--- src/rtl/tick_generator.sv ---
// Multi-channel tick generator: shared prescaler, cascaded divide-by-RATIO channels, display scan counter.
// Define TICKGEN_HOLD_EN to make the hold input freeze the prescaler and channels.
module tick_generator #(
    parameter int CLK_HZ     = 100_000_000,
    parameter int BASE_HZ    = 100,
    parameter int NUM_CH     = 3,
    parameter int RATIO      = 10,
    parameter int SPEED      = 60,
    parameter int SCAN_W     = 2,
    parameter int SCAN_SHIFT = 15
) (
    input  logic              clk,
    input  logic              reset,
    input  logic              speedup,
    input  logic              hold,
    output logic [NUM_CH-1:0] clk_out,
    output logic [NUM_CH-1:0] tick,
    output logic [SCAN_W-1:0] scan
);

    localparam int PRE_DIV = CLK_HZ / (2 * BASE_HZ);
    localparam int PW      = (PRE_DIV > 1) ? $clog2(PRE_DIV) : 1;
    localparam int SCNT_W  = SCAN_W + SCAN_SHIFT;
    localparam logic [PW-1:0] T_N = PW'(PRE_DIV - 1);
    localparam logic [PW-1:0] T_F = PW'(PRE_DIV / SPEED - 1);

    generate
        if ((PRE_DIV / SPEED) < 1 || NUM_CH < 1 || NUM_CH > 8 || RATIO < 2) begin : g_bad_cfg
            $error("tick_generator: illegal parameter combination");
        end
    endgenerate

    function automatic int unsigned ratio_pow(input int k);
        int unsigned p;
        p = 1;
        for (int i = 0; i < k; i++) begin
            p = p * RATIO;
        end
        return p;
    endfunction

    logic          hold_act;
    logic [PW-1:0] pcnt;
    logic [PW-1:0] t_sel;
    logic          at_term;
    logic          half;

`ifdef TICKGEN_HOLD_EN
    assign hold_act = hold;
`else
    assign hold_act = hold & 1'b0;
`endif

    assign t_sel   = speedup ? T_F : T_N;
    assign at_term = (pcnt >= t_sel);
    assign half    = at_term & ~hold_act;

    // pcnt may sit above a freshly selected fast terminal; >= makes that fire at once.
    always_ff @(posedge clk or negedge reset) begin
        if (!reset) begin
            pcnt <= '0;
        end else if (!hold_act) begin
            if (at_term) pcnt <= '0;
            else         pcnt <= pcnt + PW'(1);
        end
    end

    for (genvar k = 0; k < NUM_CH; k++) begin : g_ch
        localparam int unsigned R  = ratio_pow(k);
        localparam int          CW = (R > 1) ? $clog2(R) : 1;
        localparam logic [CW-1:0] LAST = CW'(R - 1);

        logic [CW-1:0] ccnt;
        logic          co_r;
        logic          tk_r;
        logic          wrap;

        assign wrap = half & (ccnt == LAST);

        always_ff @(posedge clk or negedge reset) begin
            if (!reset) begin
                ccnt <= '0;
                co_r <= 1'b0;
                tk_r <= 1'b0;
            end else begin
                tk_r <= wrap & ~co_r;
                if (half) begin
                    if (ccnt == LAST) begin
                        ccnt <= '0;
                        co_r <= ~co_r;
                    end else begin
                        ccnt <= ccnt + CW'(1);
                    end
                end
            end
        end

        assign clk_out[k] = co_r;
        assign tick[k]    = tk_r;
    end

    logic [SCNT_W-1:0] scnt;

    always_ff @(posedge clk or negedge reset) begin
        if (!reset) scnt <= '0;
        else        scnt <= scnt + SCNT_W'(1);
    end

    assign scan = scnt[SCNT_W-1 -: SCAN_W];

endmodule

--- config.mk ---
export PLATFORM = sky130hd
export DESIGN_NAME = tick_generator
export DESIGN_NICKNAME = d
export VERILOG_FILES = /design/src/rtl/tick_generator.sv
export SDC_FILE = /design/constraint.sdc
export NUM_CORES = 1
export LEC_CHECK = 0
export BUFFER_PORTS_ARGS = -buffer_cell sky130_fd_sc_hd__buf_2
export CELL_PAD_IN_SITES_DETAIL_PLACEMENT = 0
export CELL_PAD_IN_SITES_GLOBAL_PLACEMENT = 1
export CORE_UTILIZATION = 52
export CTS_CLUSTER_DIAMETER = 80
export DETAILED_ROUTE_END_ITERATION = 12
export PLACE_DENSITY = 0.93
export SETUP_SLACK_MARGIN = 0.2
export SYNTH_ARGS = -nofsm -noshare
export SYNTH_HDL_FRONTEND = slang
export SYNTH_SLANG_ARGS = --single-unit
--- constraint.sdc ---
create_clock -name clk -period 4.93 [get_ports clk]
set_clock_uncertainty 0.1 [all_clocks]
set_input_delay 0.986 -clock clk [delete_from_list [all_inputs] [get_ports clk]]
set_output_delay 0.986 -clock clk [all_outputs]
set_load 0.02 [all_outputs]
==> flow_summary_export.csv <==
group,metric,value,unit
outcome,outcome,"completed",
global_route,grt_pass1_vias,1551,
timing,period_share,65.0,%
pwr,design_power_total,1.11,mW
critical_path,cp-endpoint,"g_ch[2].ccnt[2]$_DFFE_PN0N_",
logic_synthesis,seq_area_frac_synth,51.0,%
cells_and_area,final_cell_mix,"dfrtp_1, nor2_1, xnor2_1, nand3_1, nand2_1",
drt,ant_nets,0,
logic_synthesis,syn_area,0.00260,mm^2
critical_path,crit_fanout,40,
global_route,gr-total-overflow,0,
cells_and_area,syn_to_final_growth,5.29,%
logic_synthesis,async_flop_share,100,%
critical_path,reg2reg_from,"pcnt[4]$_DFF_PN0_",
drt,wl_per_cell,11.6,um
cells_and_area,fillers,410,
clock_tree,cts_hold_buf,0,
global_route,grt_pass1_wl,6710,um
min_path,hold_class,"register to register",
logic_synthesis,syn_area_per_cell,10.5,um^2
cells_and_area,stdcell_area,0.00274,mm^2
drt,vias,1664,
critical_path,reg2reg_slack,2.23,ns
pwr,pwr-share-seq,54.7,%
run,drv_cap,0,
clock_tree,htreeDepth,2,
clock_tree,clock_latency,0.31,ns
die,fp.dieArea,0.00529,mm^2
die,core_area,0.00475,mm^2
global_route,grt_max_degree,54,
die,ios,12,
global_route,antenna_found_initial,0,
drt,firstDrtPassIters,4,
cells_and_area,final_common_cell,"dfrtp_1",
critical_path,crit_chain,"buf_2 > inv_1 > ha_1 > nand3_1 > or4_1 > o211ai_1 > a211o_2 > nand2_1 > mux2_1",
die,fp.dieH,72.7,um
global_route,grt_use_total,16.6,%
timing,setup_viol,0,
cells_and_area,fin_nets,269,
die,die_x,72.7,um
logic_synthesis,synth_cell_types,35,
clock_tree,cts.sinks,53,
timing,fmax,0.312,GHz
clock_tree,cts_setup_buffers,0,
drt,drc,0,
logic_synthesis,syn_nets,263,
die,rows,25,
drt,top_layer,"met4",
critical_path,cp-end-kind,"register",
pwr,peakVddDrop,0.288,mV
drt,route.met2.wl,1760,um
cells_and_area,antenna_cells,0,
drt,met3WireLength,91,um
critical_path,cp_data_arrival_time,3.30,ns
timing,rsz0062_at_grt,"false",
clock_tree,clockRootBuffer,"clkbuf_8",
timing,tns,0,ns
critical_path,slowest_delay,0.60,ns
timing,period_needed,3.20,ns
min_path,min_from,"g_ch[2].co_r$_DFFE_PN0P_",
critical_path,r2r_end,"g_ch[2].ccnt[2]$_DFFE_PN0N_",
logic_synthesis,ys_ff_latch,53,
timing,finalHoldViolCount,0,
critical_path,startpoint,"speedup",
logic_synthesis,ys.warnings.count,0,
placed_design,dp_hpwl,2510,um
timing,worst_pin_slew,0.665,ns
drt,wl_met1,1810,um
clock_tree,cts_tree,"done",
timing,max_slew_margin,55.7,%
clock_tree,clock_path_buffers,2,
critical_path,rr_worst_depth,7,
pwr,clkPwrFrac,22.4,%
placed_design,gp_congestion,0.745,
logic_synthesis,synthFlopType,"dfrtp_1",
placed_design,placement.io_buffers,10,
placed_design,dpl-instance-area,0.00265,mm^2
critical_path,cp.required,5.03,ns
pwr,p_sw,0.365,mW
clock_tree,numCtsBuffers,5,
logic_synthesis,synth_edf_count,0,
timing,slew_violations,0,
pwr,p_leak,1.29,nW
clock_tree,path_clk_slew,0.10,ns
pwr,p_comb_share,22.9,%
drt,drt-initial-drc-count,57,
critical_path,critPathKind,"primary input to register",
critical_path,cp-start-kind,"primary input",
die,start_util,54.7,%
critical_path,worst_path_max_delay_cell,"a211o_2",
pwr,p_per_area,407,mW/mm^2
drt,via_per_inst,5.18,
cells_and_area,final_util,57.6,%
clock_tree,cts_resized,0,
pwr,swShare,32.8,%
cells_and_area,drive_above_1_share,9.45,%
drt,drt_wl_total,3730,um
pwr,p_int,0.749,mW
logic_synthesis,syn_inst,247,
[cell usage after synthesis (2+ instances only)]
master	instances	area share [%]
or4_1	2	0.58
nor2_1	37	5.3
nand2b_1	2	0.48
xor2_1	16	5.4
nor3_1	3	0.58
xnor2_1	21	7.1
inv_1	9	1.3
buf_6	2	0.87
nand4_1	5	1.2
buf_4	10	2.9
a22o_1	2	0.67
nor2b_1	4	0.96
nand3_1	20	3.8
o21ai_0	4	0.77
a32o_1	2	0.77
ha_1	12	5.8
nand2_1	17	2.5
and3_1	8	1.9
a21oi_1	3	0.58
dfrtp_1	53	51
[per-layer routing]
layer  track usage (%)  vias up
met5                 0        -
met2              27.2       13
met4              6.97        0
met1              21.6      806
met3              3.31        6
li1                  -      839
[kinds of logic after synthesis]
| family | after synthesis | share of synthesized area (%) |
|---|---|---|
| compound gates | 18 | 5.29 |
| xor+xnor | 37 | 12.5 |
| fa+ha+maj | 12 | 5.77 |
| buf+inv | 21 | 5.05 |
| flops | 53 | 51.0 |
| mux | 3 | 1.44 |
| simple gates | 103 | 19.0 |
[critical path: cells and delay by family]
| kind | cells | cell delay, ns |
|---|---|---|
| AOI/OAI and AO/OA | 2 | 0.80 |
| and+or+nand+nor | 3 | 0.61 |
| muxes | 1 | 0.32 |
| adders and majority gates | 1 | 0.30 |
| buffers and inverters | 2 | 0.27 |
[power by group through the flow]
stage,registers (mW),logic [mW],clock network (mW)
2_1_floorplan,0.596,0.235,0
3_3_place_gp,0.615,0.253,0
3_5_place_dp,0.617,0.261,0
4_1_cts,0.609,0.262,0.263
5_1_grt,0.624,0.296,0.275
6_report,0.609,0.255,0.249
[worst min-delay path by stage]
stage	to	slack (ns)	depth (start not counted)
after floorplan	scnt[0]$_DFF_PN0_	0.34	1
after global placement	g_ch[0].tk_r$_DFF_PN0_	0.35	1
after detailed placement	scnt[7]$_DFF_PN0_	0.36	1
after CTS	g_ch[2].tk_r$_DFF_PN0_	0.38	1
after global routing	g_ch[2].tk_r$_DFF_PN0_	0.39	1
final	g_ch[2].tk_r$_DFF_PN0_	0.37	1
[stage by stage]
step	worst slack, ns	hold WS (ns)	std cells
detailed placement	1.36	0.358	313
CTS	1.71	0.377	321
floorplan	2.15	0.336	247
global route	1.51	0.392	321
finish	1.73	0.367	321
global placement	1.40	0.352	313
[cell type report]
type	count	area, um^2	share of cell area [%]
clock buffer	5	68.8	2.51
tap	67	83.8	3.06
sequential	53	1330	48.4
timing repair buffer	11	57.6	2.10
multi-input combinational	173	1140	41.8
clock inverter	3	25.0	0.914
inverter	9	33.8	1.23
[registers in the layout, summed over array words and instances (netlist names)]
name and flops:
g_ch.ccnt 11, g_ch.tk_r 3, g_ch.co_r 3, scnt 17
pcnt 19
Note: power is estimated with default switching activity, not from simulation.
